$ cat src/rtl/mdl_dmaseq_pkg.sv
// Shared state encoding and constants for the DMA bus-ownership sequencer.
package mdl_dmaseq_pkg;

  localparam logic [2:0] IDLE  = 3'd0;
  localparam logic [2:0] ARMED = 3'd1;
  localparam logic [2:0] REQ   = 3'd2;
  localparam logic [2:0] GRANT = 3'd3;
  localparam logic [2:0] OWN   = 3'd4;
  localparam logic [2:0] REL   = 3'd5;

  localparam logic [8:0] PAGE_LEN_FULL = 9'd256;
  localparam logic [7:0] TMO_SAT       = 8'hFF;

  typedef enum logic [2:0] {
    StIdle  = IDLE,
    StArmed = ARMED,
    StReq   = REQ,
    StGrant = GRANT,
    StOwn   = OWN,
    StRel   = REL
  } state_e;

  // A page length of zero encodes a full 256-word page.
  function automatic logic [8:0] page_words(input logic [7:0] len);
    return (len == 8'd0) ? PAGE_LEN_FULL : {1'b0, len};
  endfunction

endpackage

$ cat src/rtl/mdl_dmaseq_tmo.sv
// Saturating 8-bit bus-grant timeout counter; expire_o marks the enable on which
// the count of enables spent waiting reaches TMO_CYCLES.
module mdl_dmaseq_tmo
  import mdl_dmaseq_pkg::*;
#(
  parameter logic [7:0] TMO_CYCLES = 8'd200
) (
  input  logic clk_i,
  input  logic rst_i,
  input  logic ce_i,
  input  logic clr_i,
  input  logic run_i,
  output logic expire_o
);

  logic [7:0] cnt_q;

  always_ff @(posedge clk_i or posedge rst_i) begin
    if (rst_i) begin
      cnt_q <= 8'd0;
    end else if (ce_i) begin
      if (clr_i) begin
        cnt_q <= 8'd0;
      end else if (run_i && (cnt_q != TMO_SAT)) begin
        cnt_q <= cnt_q + 8'd1;
      end
    end
  end

  // The current enable counts as one, so compare against the incremented value.
  assign expire_o = run_i && (({1'b0, cnt_q} + 9'd1) == {1'b0, TMO_CYCLES});

endmodule

$ cat src/rtl/mdl_dmaseq.sv
// DMA bus-ownership sequencer: BR/BG/BGACK handshake per word, page word count.
// Optional grant timeout is built when DMASEQ_TIMEOUT_EN is defined.
module mdl_dmaseq
  import mdl_dmaseq_pkg::*;
#(
  parameter logic [7:0] TMO_CYCLES = 8'd200
) (
  input  logic       i_MCLK,
  input  logic       i_SYS_RST,
  input  logic       i_CLK4M_PCEN_n,
  input  logic       i_XFER_START,
  input  logic [7:0] i_PAGE_LEN,
  input  logic       i_ABORT,
  input  logic       i_BR_START_n,
  input  logic       i_DMA_WORD_END,
  input  logic       i_DMA_END,
  input  logic       i_BG_n,
  input  logic       i_AS_n,
  output logic       o_BR_n,
  output logic       o_BGACK_n,
  output logic       o_DMA_ACT,
  output logic [8:0] o_WORD_CNT,
  output logic       o_BUSY,
  output logic       o_XFER_DONE,
  output logic       o_XFER_ABT,
  output logic       o_BUS_TMO
);

  if (TMO_CYCLES == 8'd0) begin : g_bad_tmo
    $error("TMO_CYCLES must be in 1..255");
  end

  state_e     state_q;
  logic [8:0] cnt_q;
  logic       br_n_q, bgack_n_q, dma_act_q;
  logic       done_q, abt_q, tmo_q;
  logic       abt_pend_q, dma_end_q;
  logic       ce, tmo_expire, word_over;

  assign ce        = ~i_CLK4M_PCEN_n;
  assign word_over = i_DMA_WORD_END || (i_DMA_END && !dma_end_q);

`ifdef DMASEQ_TIMEOUT_EN
  logic tmo_clr, tmo_run;
  assign tmo_clr = (state_q == StArmed) && !i_ABORT && !i_BR_START_n;
  assign tmo_run = (state_q == StReq) || (state_q == StGrant);

  mdl_dmaseq_tmo #(
    .TMO_CYCLES(TMO_CYCLES)
  ) u_tmo (
    .clk_i   (i_MCLK),
    .rst_i   (i_SYS_RST),
    .ce_i    (ce),
    .clr_i   (tmo_clr),
    .run_i   (tmo_run),
    .expire_o(tmo_expire)
  );
`else
  assign tmo_expire = 1'b0;
`endif

  always_ff @(posedge i_MCLK or posedge i_SYS_RST) begin
    if (i_SYS_RST) begin
      state_q    <= StIdle;
      cnt_q      <= 9'd0;
      br_n_q     <= 1'b1;
      bgack_n_q  <= 1'b1;
      dma_act_q  <= 1'b0;
      done_q     <= 1'b0;
      abt_q      <= 1'b0;
      tmo_q      <= 1'b0;
      abt_pend_q <= 1'b0;
      dma_end_q  <= 1'b0;
    end else if (ce) begin
      done_q    <= 1'b0;
      abt_q     <= 1'b0;
      tmo_q     <= 1'b0;
      dma_end_q <= i_DMA_END;
      unique case (state_q)
        StIdle: begin
          abt_pend_q <= 1'b0;
          if (i_XFER_START) begin
            cnt_q   <= page_words(i_PAGE_LEN);
            state_q <= StArmed;
          end
        end
        StArmed: begin
          if (i_ABORT) begin
            abt_q   <= 1'b1;
            state_q <= StIdle;
          end else if (!i_BR_START_n) begin
            br_n_q  <= 1'b0;
            state_q <= StReq;
          end
        end
        // Abort outranks timeout, which outranks grant.
        StReq, StGrant: begin
          if (i_ABORT) begin
            br_n_q  <= 1'b1;
            abt_q   <= 1'b1;
            state_q <= StIdle;
          end else if (tmo_expire) begin
            br_n_q  <= 1'b1;
            tmo_q   <= 1'b1;
            cnt_q   <= 9'd0;
            state_q <= StIdle;
          end else if ((state_q == StReq) && !i_BG_n) begin
            state_q <= StGrant;
          end else if ((state_q == StGrant) && i_AS_n && !i_BG_n) begin
            br_n_q    <= 1'b1;
            bgack_n_q <= 1'b0;
            dma_act_q <= 1'b1;
            state_q   <= StOwn;
          end
        end
        StOwn: begin
          if (i_ABORT) begin
            abt_pend_q <= 1'b1;
          end
          if (word_over) begin
            bgack_n_q <= 1'b1;
            dma_act_q <= 1'b0;
            cnt_q     <= cnt_q - 9'd1;
            state_q   <= StRel;
          end
        end
        StRel: begin
          abt_pend_q <= 1'b0;
          if (cnt_q == 9'd0) begin
            done_q  <= 1'b1;
            state_q <= StIdle;
          end else if (abt_pend_q) begin
            abt_q   <= 1'b1;
            state_q <= StIdle;
          end else begin
            state_q <= StArmed;
          end
        end
        default: begin
          br_n_q    <= 1'b1;
          bgack_n_q <= 1'b1;
          dma_act_q <= 1'b0;
          state_q   <= StIdle;
        end
      endcase
    end
  end

  assign o_BR_n      = br_n_q;
  assign o_BGACK_n   = bgack_n_q;
  assign o_DMA_ACT   = dma_act_q;
  assign o_WORD_CNT  = cnt_q;
  assign o_BUSY      = (state_q != StIdle);
  assign o_XFER_DONE = done_q;
  assign o_XFER_ABT  = abt_q;
  assign o_BUS_TMO   = tmo_q;

endmodule

$ cat config.mk
export PLATFORM = sky130hd
export DESIGN_NAME = mdl_dmaseq
export DESIGN_NICKNAME = d
export VERILOG_FILES = /design/src/rtl/mdl_dmaseq_pkg.sv /design/src/rtl/mdl_dmaseq_tmo.sv /design/src/rtl/mdl_dmaseq.sv
export SDC_FILE = /design/constraint.sdc
export NUM_CORES = 1
export LEC_CHECK = 0
export BUFFER_PORTS_ARGS = -buffer_cell sky130_fd_sc_hd__buf_2
export CORE_MARGIN = 5
export CORE_UTILIZATION = 28
export DETAILED_ROUTE_END_ITERATION = 16
export SETUP_SLACK_MARGIN = 0.02
export SYNTH_ARGS = -nofsm -noshare
export SYNTH_HDL_FRONTEND = slang
export SYNTH_SLANG_ARGS = --single-unit
$ cat constraint.sdc
create_clock -name i_MCLK -period 5 [get_ports i_MCLK]
set_clock_uncertainty 0.15 [all_clocks]
set_input_delay 1 -clock i_MCLK [delete_from_list [all_inputs] [get_ports i_MCLK]]
set_output_delay 1 -clock i_MCLK [all_outputs]
set_load 0.005 [all_outputs]
# Yosys cells after proc, flatten, opt, wreduce, memory -nomap -nowiden
# Index checks and enable logic that the tools add are counted.
[totals]
input_bits = 18
out_inout_bits = 16
wordCells = 89
ff_bits = 19
[classes]
mux = 36
eq_ne = 17
addsub = 1
reduce_logical = 23
n_bitwise = 3
[ops]
columns = ["op", "n"]
rows = [
  ["9-bit 2-to-1 mux", 3],
  ["3-bit 2-to-1 mux", 7],
  ["1-bit 2-to-1 mux", 19],
  ["9-bit one-hot mux with 2 select lines", 1],
  ["2-bit inequality test (second input constant)", 8],
  ["3-bit one-hot mux with 5 select lines", 1],
  ["6-bit AND reduction", 2],
  ["9-bit logical NOT", 1],
  ["3-bit inequality test (second input constant)", 3],
  ["1-bit one-hot mux with 3 select lines", 3],
  ["3-bit OR reduction", 3],
  ["9-bit by 1-bit subtractor with 9-bit output (second input constant)", 1],
  ["8-bit logical NOT", 1],
  ["3-bit by 2-bit == test with 1-bit output (second input constant)", 2],
  ["3-bit == test (second input constant)", 2],
  ["5-bit AND reduction", 1],
  ["1-bit logical AND", 4],
  ["4-bit inequality test (second input constant)", 1],
  ["1-bit one-hot mux with 2 select lines", 2],
  ["4-bit AND reduction", 1],
  ["2-bit nonzero test", 2],
  ["2-bit OR reduction", 2],
  ["3-bit by 1-bit == test with 1-bit output (second input constant)", 1],
  ["3-bit logical NOT", 1],
  ["5 further kinds", 8],
]

# Longest topological paths before layout
# Gate-level depths: netlist (run 1).
[depth]
word_depth = 7
mapped_depth = 7
ltp_nobuf = 6

# Least setup slack after synthesis (run 1)
# No wires, ideal clock.
[synth_timing]
kind = "input-to-reg"
startpoint = "in i_DMA_END"
endpoint = "reg state_q[0]"
setup_time_ns = 0.125
setup_slack_ns = 2.781
t_arrival_ns = 1.944
required_ns = 4.725
path_stages = 4
n_path_buf = 0
path_cell_list = "nor2b_1 > nor3_4 > nor4_1 > mux2_2"
[synth_via]
elab_chain_len = 4
[synth_rtl]
columns = ["item", "line_no", "source"]
rows = [
  ["from (decl)", "mdl_dmaseq.sv:16", "input logic i_DMA_END,"],
  ["1-bit logical AND", "mdl_dmaseq.sv:41", "assign word_over = i_DMA_WORD_END || (i_DMA_END && !dma_end_q);"],
  ["1-bit logical OR", "mdl_dmaseq.sv:41", ""],
  ["2-bit inequality test (no source line)", "n/a", ""],
  ["5-bit AND reduction (no source line)", "n/a", ""],
  ["to (signal assigned)", "mdl_dmaseq.sv:64", "state_q <= StIdle;"],
  ["to (signal assigned)", "mdl_dmaseq.sv:84", "state_q <= StArmed;"],
  ["to (signal assigned)", "mdl_dmaseq.sv:90", "state_q <= StIdle;"],
  ["to (decl)", "mdl_dmaseq.sv:33", "state_e state_q;"],
]
# Every way passes these cells.
# A chain may end at the register's enable or synchronous reset.

# Final worst setup path (run 1)
[layout_timing]
startpoint = "reg state_q[2]"
endpoint = "out o_BUSY"
[layout_via]
elab_chain_len = 1
[layout_rtl]
columns = ["item", "line_no", "source"]
rows = [
  ["3-bit nonzero test", "mdl_dmaseq.sv:153", "assign o_BUSY = (state_q != StIdle);"],
  ["to (decl)", "mdl_dmaseq.sv:23", "output logic o_BUSY,"],
]
# Every way passes these cells.

==> flow_summary.ini, run 1 <==
[placed_design]
place_ws_ns = 2.190
portBuffers = 32
gp_congestion = 0.8164
dp_hpwl_microns = 2401
dp.cells = 211
dpl-instance-area_sq_um = 1391

[clocking]
ctsResizeCount = 0
tritoncts = done
cts_buffer_depth = 2
root_buffer = clkbuf_8
post_cts_buffers = 0
cts.sinks = 19
clk_latency_ns = 0.26
cts_buffers = 3
hold_buffers = 0
htreeDepth = 1
path_clk_slew_ns = 0.07

[critical_path]
worst_ep_required_time_ns = 3.85
arrival_ns = 1.43
startpoint_type = flop
critPathSlowestCell = dfrtp_1
critPathKind = flop to output pin
end_kind = output pin
critPathMaxFanout = 16
crit_chain = inv_1 -> nand2_1 -> buf_2
max_stage_delay_ns = 0.62

[grt]
grt_start_max_net_pins = 20
grt_pass1_vias = 1090
grt.total_usage = 0.1082
met2_usage = 0.1704
use_met3 = 0.02364
antenna_found_initial = 0
grt_util_met1 = 0.1436
top_usage_layer = met2
grt_pass1_wl_microns = 5264
grt_overflow = 0

[route]
wire_per_inst_microns = 14.66
drtPass1Iterations = 4
vias = 1140
drc = 0
first_iter_violations = 164
via_per_inst = 5.302
ant_nets = 0
routed_wl_microns = 3151

[sta]
setup_viol = 0
rsz0062_at_grt = no
final_max_slew_viol_count = 0
post-route-period-util = 0.5153
slew-limit-headroom = 0.4054
fmax_mhz = 388.1
finalCriticalPeriod_ns = 2.576
tightest_slew_ns = 0.8880
setup_slack_ns = 2.424
finalHoldViolCount = 0
tns_ns = 0

[synthesis]
synth_edf_count = 0
synth-compound-area-share = 0.2564
syn_avg_cell_area_sq_um = 8.876
synth_seq_area_share = 0.3902
synth_async_sr_flop_share = 1.000
synthXorXnorAreaFrac = 0
synthSimpleGateAreaFrac = 0.2339
yosysWarnings = 0
synth_mux_area_frac = 0.03064
synthAdderAreaFrac = 0.01021
yosys_most_used_dff = dfrtp_1
netlist_area_sq_um = 1225
ys_types = 50
syn-num-nets = 157
yosys_register_bits = 19
synth_top_family_by_area = compound AO/OA/AOI/OAI gates
syn_inst = 138

[layout]
area_growth_syn_to_layout_pct = 17.36
antenna_cells = 0
nets = 183
design_area_sq_um = 1438
final_cell_mix = 32 x buf_2, 17 x dfrtp_1, 10 x nor2_1, 10 x a21oi_1
n_fill_cell = 475
final_common_cell = buf_2
drive_gt1_frac = 0.2883
final_cells = 215

[flow_run]
max-cap-violations = 0

[die]
die_y_microns = 76.14
io_pins = 34
dieArea_sq_um = 5797
fp-row-count = 24
die_w_microns = 76.14
coreArea_sq_um = 4294
initial_utilization = 0.2853

[hold_path]
hold_path.class = flop to flop

[run_status]
status = complete, no violations

[power_and_ir_drop]
p_leak_nw = 0.6038
peakVddDrop_mv = 0.1205
power_density_nw_per_um2 = 494.8
==> synthesized netlist by cell type, types with 3 or more instances <==
| cell | number | share of area |
|---|---|---|
| a21oi_1 | 10 | 0.041 |
| clkbuf_1 | 5 | 0.015 |
| dfrtp_1 | 17 | 0.35 |
| inv_1 | 9 | 0.028 |
| nand2_1 | 7 | 0.021 |
| nor2_1 | 10 | 0.031 |
| nor3_1 | 5 | 0.020 |
| nor3b_1 | 3 | 0.018 |
| nor4_1 | 7 | 0.036 |
| o21ai_0 | 9 | 0.037 |
| o31ai_1 | 5 | 0.031 |
==> worst max-delay path, delay by kind of cell (launching register included) <==
kind	cells	cell delay [ns]
buf+inv	2	0.42
flops	1	0.62
simple gates	1	0.13
==> worst paths after layout <==
check | start | end | slack, ns | depth (start not counted)
max in group asynchronous | i_SYS_RST | dma_end_q | 3.52 | 2
hold reg to reg | o_BR_n | o_BR_n | 0.34 | 2
min in group asynchronous | i_SYS_RST | o_WORD_CNT[0] | 0.70 | 2
setup reg to reg | state_q[2] | state_q[0] | 2.59 | 4
setup / recovery | state_q[2] | o_BUSY | 2.42 | 3
hold / removal | o_BR_n | o_BR_n | 0.34 | 2
==> power by group <==
group | internal [mW] | switching [mW]
clock network | 0.0555 | 0.0546
registers | 0.215 | 0.0917
logic | 0.138 | 0.157
==> metrics by stage <==
step	util	total power, mW	hold WS [ns]
after detailed placement	0.3240	0.6055	0.3317
after CTS	0.3348	0.7145	0.3431
final	0.3348	0.7113	0.3427
after floorplan	-	0.4955	0.3232
after global placement	0.3240	0.6037	0.3338
after global routing	0.3348	0.7646	0.3631
==> layout make-up <==
type	instances	area, sq um	share of cell area
multi-input cells	99	654.4	0.4552
flip-flops and latches	19	478.0	0.3325
repair buffers	32	160.2	0.1114
well taps	52	65.06	0.04526
clock buffers	3	41.29	0.02872
inverters	9	33.78	0.02350
clock inverters	1	5.005	0.003481
==> logic make-up (layout without fill, tap and decap cells) <==
logic type / after synthesis / in the layout
buffers and inverters: 20 / 45
AND/OR/NAND/NOR: 48 / 48
adder cells (fa/ha/maj): 1 / 1
multiplexers: 3 / 3
AO/OA/AOI/OAI: 46 / 46
flip-flops: 19 / 19
other: 1 / 1
==> sequential cells by signal, summed over array words and instances, names as in the netlist <==
| register | cells |
|---|---|
| state_q | 3 |
| o_WORD_CNT | 9 |
| dma_end_q | 1 |
| o_BR_n | 1 |
| o_DMA_ACT | 1 |
| o_XFER_DONE | 1 |
| o_XFER_ABT | 1 |
| o_BGACK_n | 1 |
| abt_pend_q | 1 |
==> layer usage <==
layer  share of wire  wire (microns)
met1            0.45            1430
met5               0               0
met4           0.019              59
met2            0.47            1483
met3           0.056             178
Power figures use the tool's default switching activity.
==> run 2: changes to the inputs <==
==> constraint.sdc (replaced) <==
create_clock -name i_MCLK -period 2.6 [get_ports i_MCLK]
set_clock_uncertainty 0.15 [all_clocks]
set_input_delay 0.52 -clock i_MCLK [delete_from_list [all_inputs] [get_ports i_MCLK]]
set_output_delay 0.52 -clock i_MCLK [all_outputs]
set_load 0.005 [all_outputs]
==> run 2 against run 1 <==
- clock power is 95% higher
- sequential share of layout area shrank 0.68 points
- design area grew 2.1%
- cell count increased by 1.9%
- via count increased by 4.3%
- die area is the same
- hold slack worse by 0.13 ns
- utilization rose by 0.70 points
- register-to-register slack worse by 2.2 ns
- sequential power rose by 79%
- critical path type is now flop to flop
- critical endpoint is now state_q[0]
==> flow_summary.ini, run 2 (synthesis results as in run 1) <==
[grt]
grt_start_max_net_pins = 20
grt_overflow = 0
grt.total_usage = 0.1157
grt_pass1_vias = 1122
grt_pass1_wl_microns = 5575
antenna_found_initial = 0

[clocking]
post_cts_buffers = 0
path_clk_slew_ns = 0.08
hold_buffers = 0
htreeDepth = 1
cts_buffer_depth = 2
cts_buffers = 3
root_buffer = clkbuf_8
tritoncts = done
ctsResizeCount = 0
clk_latency_ns = 0.26
cts.sinks = 19

[sta]
finalHoldViolCount = 0
post-route-period-util = 0.8612
rsz0062_at_grt = no
fmax_mhz = 446.6
tns_ns = 0
setup_viol = 0
final_max_slew_viol_count = 0
slew-limit-headroom = 0.5176
tightest_slew_ns = 0.7229
setup_slack_ns = 0.3609
finalCriticalPeriod_ns = 2.239

[placed_design]
dp_hpwl_microns = 2489
portBuffers = 32
gp_congestion = 0.8239
place_ws_ns = 0.4003

[power_and_ir_drop]
power_mw = 1.407
p_leak_nw = 0.6237
power_density_nw_per_um2 = 958.9
peakVddDrop_mv = 0.2000

[die]
coreArea_sq_um = 4294
io_pins = 34
die_w_microns = 76.14
die_y_microns = 76.14
fp-row-count = 24
initial_utilization = 0.2853
dieArea_sq_um = 5797

[route]
routed_wl_microns = 3280
via_per_inst = 5.429
first_iter_violations = 58
vias = 1189
ant_nets = 0
drtPass1Iterations = 4
drc = 0
wire_per_inst_microns = 14.98

[critical_path]
startpoint_type = flop
critPathKind = flop to flop
worst_ep_required_time_ns = 2.60
path_buf_inv = 0
max_stage_delay_ns = 0.57
crit_chain = or3b_1 -> nor3_4 -> nor4_1 -> mux2_2
critPathSlowestCell = or3b_1
critPathMaxFanout = 12
end_kind = flop
cp_top_family = simple AND/OR/NAND/NOR gates
arrival_ns = 2.24

[layout]
largest_reg_flops = 9
final_common_cell = buf_2
final_cell_mix = 32 x buf_2, 17 x dfrtp_1, 10 x nor2_1, 10 x a21oi_1
area_growth_syn_to_layout_pct = 19.82
nets = 187
drive_gt1_frac = 0.3054
antenna_cells = 0

[run_status]
status = complete, no violations

[flow_run]
max-cap-violations = 0

[hold_path]
hold_path.class = input pin to asynchronous set/reset pin
## run 2: cell count changes in the layout (fill, tap and decap cells not counted)
cell	previous run	this run
buf_4	0	4
## run 2: report_power, final
group / leakage (nW) / total, mW / switching [mW] / internal [mW]
logic: 0.365 / 0.645 / 0.358 / 0.286
registers: 0.234 / 0.547 / 0.134 / 0.413
clock network: 0.0255 / 0.215 / 0.109 / 0.107
total: 0.624 / 1.41 / 0.601 / 0.807
## run 2: final timing paths
check / end / cells after the start / startpoint / slack [ns]
hold / removal: o_WORD_CNT[7] / 2 / i_SYS_RST / 0.21
max in group asynchronous: abt_pend_q / 2 / i_SYS_RST / 1.63
setup / recovery: state_q[0] / 4 / state_q[1] / 0.36
min in group i_MCLK: o_BR_n / 2 / o_BR_n / 0.34
hold reg to reg: o_BR_n / 2 / o_BR_n / 0.34
setup reg to reg: state_q[0] / 4 / state_q[1] / 0.36
## run 2: worst reg2reg max path, cell delays in order, from the launching register on
cell	delay, ns
dfrtp_1	0.48
or3b_1	0.57
nor3_4	0.50
nor4_1	0.14
mux2_2	0.30
## run 2: cell type report
| cell class | count | area (sq um) |
|---|---|---|
| Tap cell | 52 | 65.06 |
| Multi-Input combinational cell | 99 | 654.4 |
| Clock inverter | 1 | 5.005 |
| Sequential cell | 19 | 478.0 |
| Fill cell | 444 | 2826 |
| Inverter | 9 | 33.78 |
| Clock buffer | 3 | 41.29 |
| Timing Repair Buffer | 36 | 190.2 |
## run 2: routing by layer
metal	GRT usage	vias up	part of all wire
li1	-	576	-
met1	0.1606	559	0.46
met2	0.1712	44	0.47
met3	0.01655	10	0.048
met4	0.06294	0	0.027
met5	0	-	0
## run 2: through the flow
| step | utilization | hold slack (ns) | cells | area [sq um] |
|---|---|---|---|---|
| after floorplan | - | 0.3197 | 138 | 1225 |
| after global placement | 0.3310 | 0.3276 | 215 | 1421 |
| after detailed placement | 0.3310 | 0.3343 | 215 | 1421 |
| after CTS | 0.3418 | 0.2547 | 219 | 1468 |
| after global routing | 0.3418 | 0.2976 | 219 | 1468 |
| final | 0.3418 | 0.2099 | 219 | 1468 |
==> run 3: changes to the inputs <==
--- a/config.mk
+++ b/config.mk
@@ -9,6 +9,7 @@
 export CORE_MARGIN = 5
 export CORE_UTILIZATION = 28
 export DETAILED_ROUTE_END_ITERATION = 16
+export RECOVER_POWER = 50
 export SETUP_SLACK_MARGIN = 0.02
 export SYNTH_ARGS = -nofsm -noshare
 export SYNTH_HDL_FRONTEND = slang
==> run 3 against run 2 <==
- cell count unchanged
- flip-flop and latch count did not move
- die area is the same
- via count decreased by 0.93%
- sequential power is essentially flat
- setup slack lost 0.0069 ns
- first-iteration DRC count unchanged
- critical path depth unchanged
- hold slack is essentially flat
- design area decreased by 0.26%
- utilization fell by 0.087 points
==> flow_summary.ini, run 3 (synthesis results as in run 1) <==
[run_status]
status = complete, no violations

[route]
first_iter_violations = 58
vias = 1178
drtPass1Iterations = 4
drc = 0
ant_nets = 0
wire_per_inst_microns = 14.91
routed_wl_microns = 3266
via_per_inst = 5.379

[critical_path]
arrival_ns = 2.25
r2r_cells = 4
r2r-start = state_q[1]
r2r_end = state_q[0]
end_kind = flop
startpoint_type = flop
critPathKind = flop to flop
rrSetupSlack_ns = 0.35
worst_ep_required_time_ns = 2.60
critPathMaxFanout = 12

[die]
coreArea_sq_um = 4294
fp-row-count = 24
die_w_microns = 76.14
dieArea_sq_um = 5797
io_pins = 34
initial_utilization = 0.2853
die_y_microns = 76.14

[placed_design]
portBuffers = 32
dp_hpwl_microns = 2489
gp_congestion = 0.8239

[sta]
fmax_mhz = 445.3
tightest_slew_ns = 0.7236
post-route-period-util = 0.8638
finalCriticalPeriod_ns = 2.246
tns_ns = 0
whs_ns = 0.2103
setup_viol = 0
rsz0062_at_grt = no
final_max_slew_viol_count = 0
slew-limit-headroom = 0.5171
finalHoldViolCount = 0

[power_and_ir_drop]
p_leak_nw = 0.6132
power_density_nw_per_um2 = 959.9
peakVddDrop_mv = 0.2001

[clocking]
clk_latency_ns = 0.26
hold_buffers = 0
post_cts_buffers = 0
cts_buffers = 3
htreeDepth = 1
path_clk_slew_ns = 0.08
cts_buffer_depth = 2
tritoncts = done
ctsResizeCount = 0
cts.sinks = 19
root_buffer = clkbuf_8

[grt]
grt.total_usage = 0.1157
grt_start_max_net_pins = 20
grt_overflow = 0
grt_pass1_wl_microns = 5575
antenna_found_initial = 0
grt_pass1_vias = 1122

[flow_run]
max-cap-violations = 0

[hold_path]
hold_path.class = input pin to asynchronous set/reset pin

[layout]
antenna_cells = 0
largest_reg_flops = 9
area_growth_syn_to_layout_pct = 19.51
final_cell_mix = 29 x buf_2, 17 x dfrtp_1, 10 x nor2_1, 10 x a21oi_1
nets = 187
drive_gt1_frac = 0.2874
final_common_cell = buf_2
## run 3: changes by cell type in the layout (fill, tap and decap cells not counted), sizes merged
cell,before,now
buf,36,33
clkbuf,3,6
## run 3: per-layer routing
| metal | GRT usage | vias to the layer above | part of all wire |
|---|---|---|---|
| met3 | 0.01655 | 10 | 0.047 |
| met5 | 0 | - | 0 |
| met1 | 0.1606 | 555 | 0.46 |
| met4 | 0.06294 | 0 | 0.028 |
| li1 | - | 575 | - |
| met2 | 0.1712 | 38 | 0.46 |
## run 3: worst max-delay path, stage by stage, from the launching register on
cell	delay (ns)
dfrtp_1	0.48
or3b_1	0.57
nor3_4	0.50
nor4_1	0.14
mux2_2	0.30
## run 3: report_power, final
group	switching [mW]	internal [mW]	total [mW]
logic	0.358	0.284	0.643
registers	0.133	0.413	0.547
clock network	0.109	0.107	0.215
total	0.600	0.805	1.41
## run 3: layout make-up
type | count | area, sq um
Clock buffer | 3 | 41.29
Clock inverter | 1 | 5.005
Fill cell | 446 | 2830
Inverter | 9 | 33.78
Multi-Input combinational cell | 99 | 654.4
Sequential cell | 19 | 478.0
Tap cell | 52 | 65.06
Timing Repair Buffer | 36 | 186.4
## run 3: how the worst max path moves through the flow
stage,startpoint,end,slack (ns),depth (start not counted)
2_1_floorplan,o_WORD_CNT[0],state_q[0],0.49,7
3_3_place_gp,o_WORD_CNT[0],state_q[0],0.40,6
3_5_place_dp,state_q[1],state_q[0],0.40,4
4_1_cts,state_q[1],state_q[0],0.39,4
5_1_grt,state_q[1],o_DMA_ACT,0.26,4
6_report,state_q[1],state_q[0],0.35,4
## run 3: stage by stage
stage	setup WS [ns]	instances	power (mW)	util	instance area, sq um
after global placement	0.4049	215	1.196	0.3310	1421
final	0.3541	219	1.405	0.3409	1464
after detailed placement	0.4003	215	1.197	0.3310	1421
after global routing	0.2582	219	1.525	0.3409	1464
after CTS	0.3893	219	1.414	0.3418	1468
after floorplan	0.4912	138	0.9528	-	1225
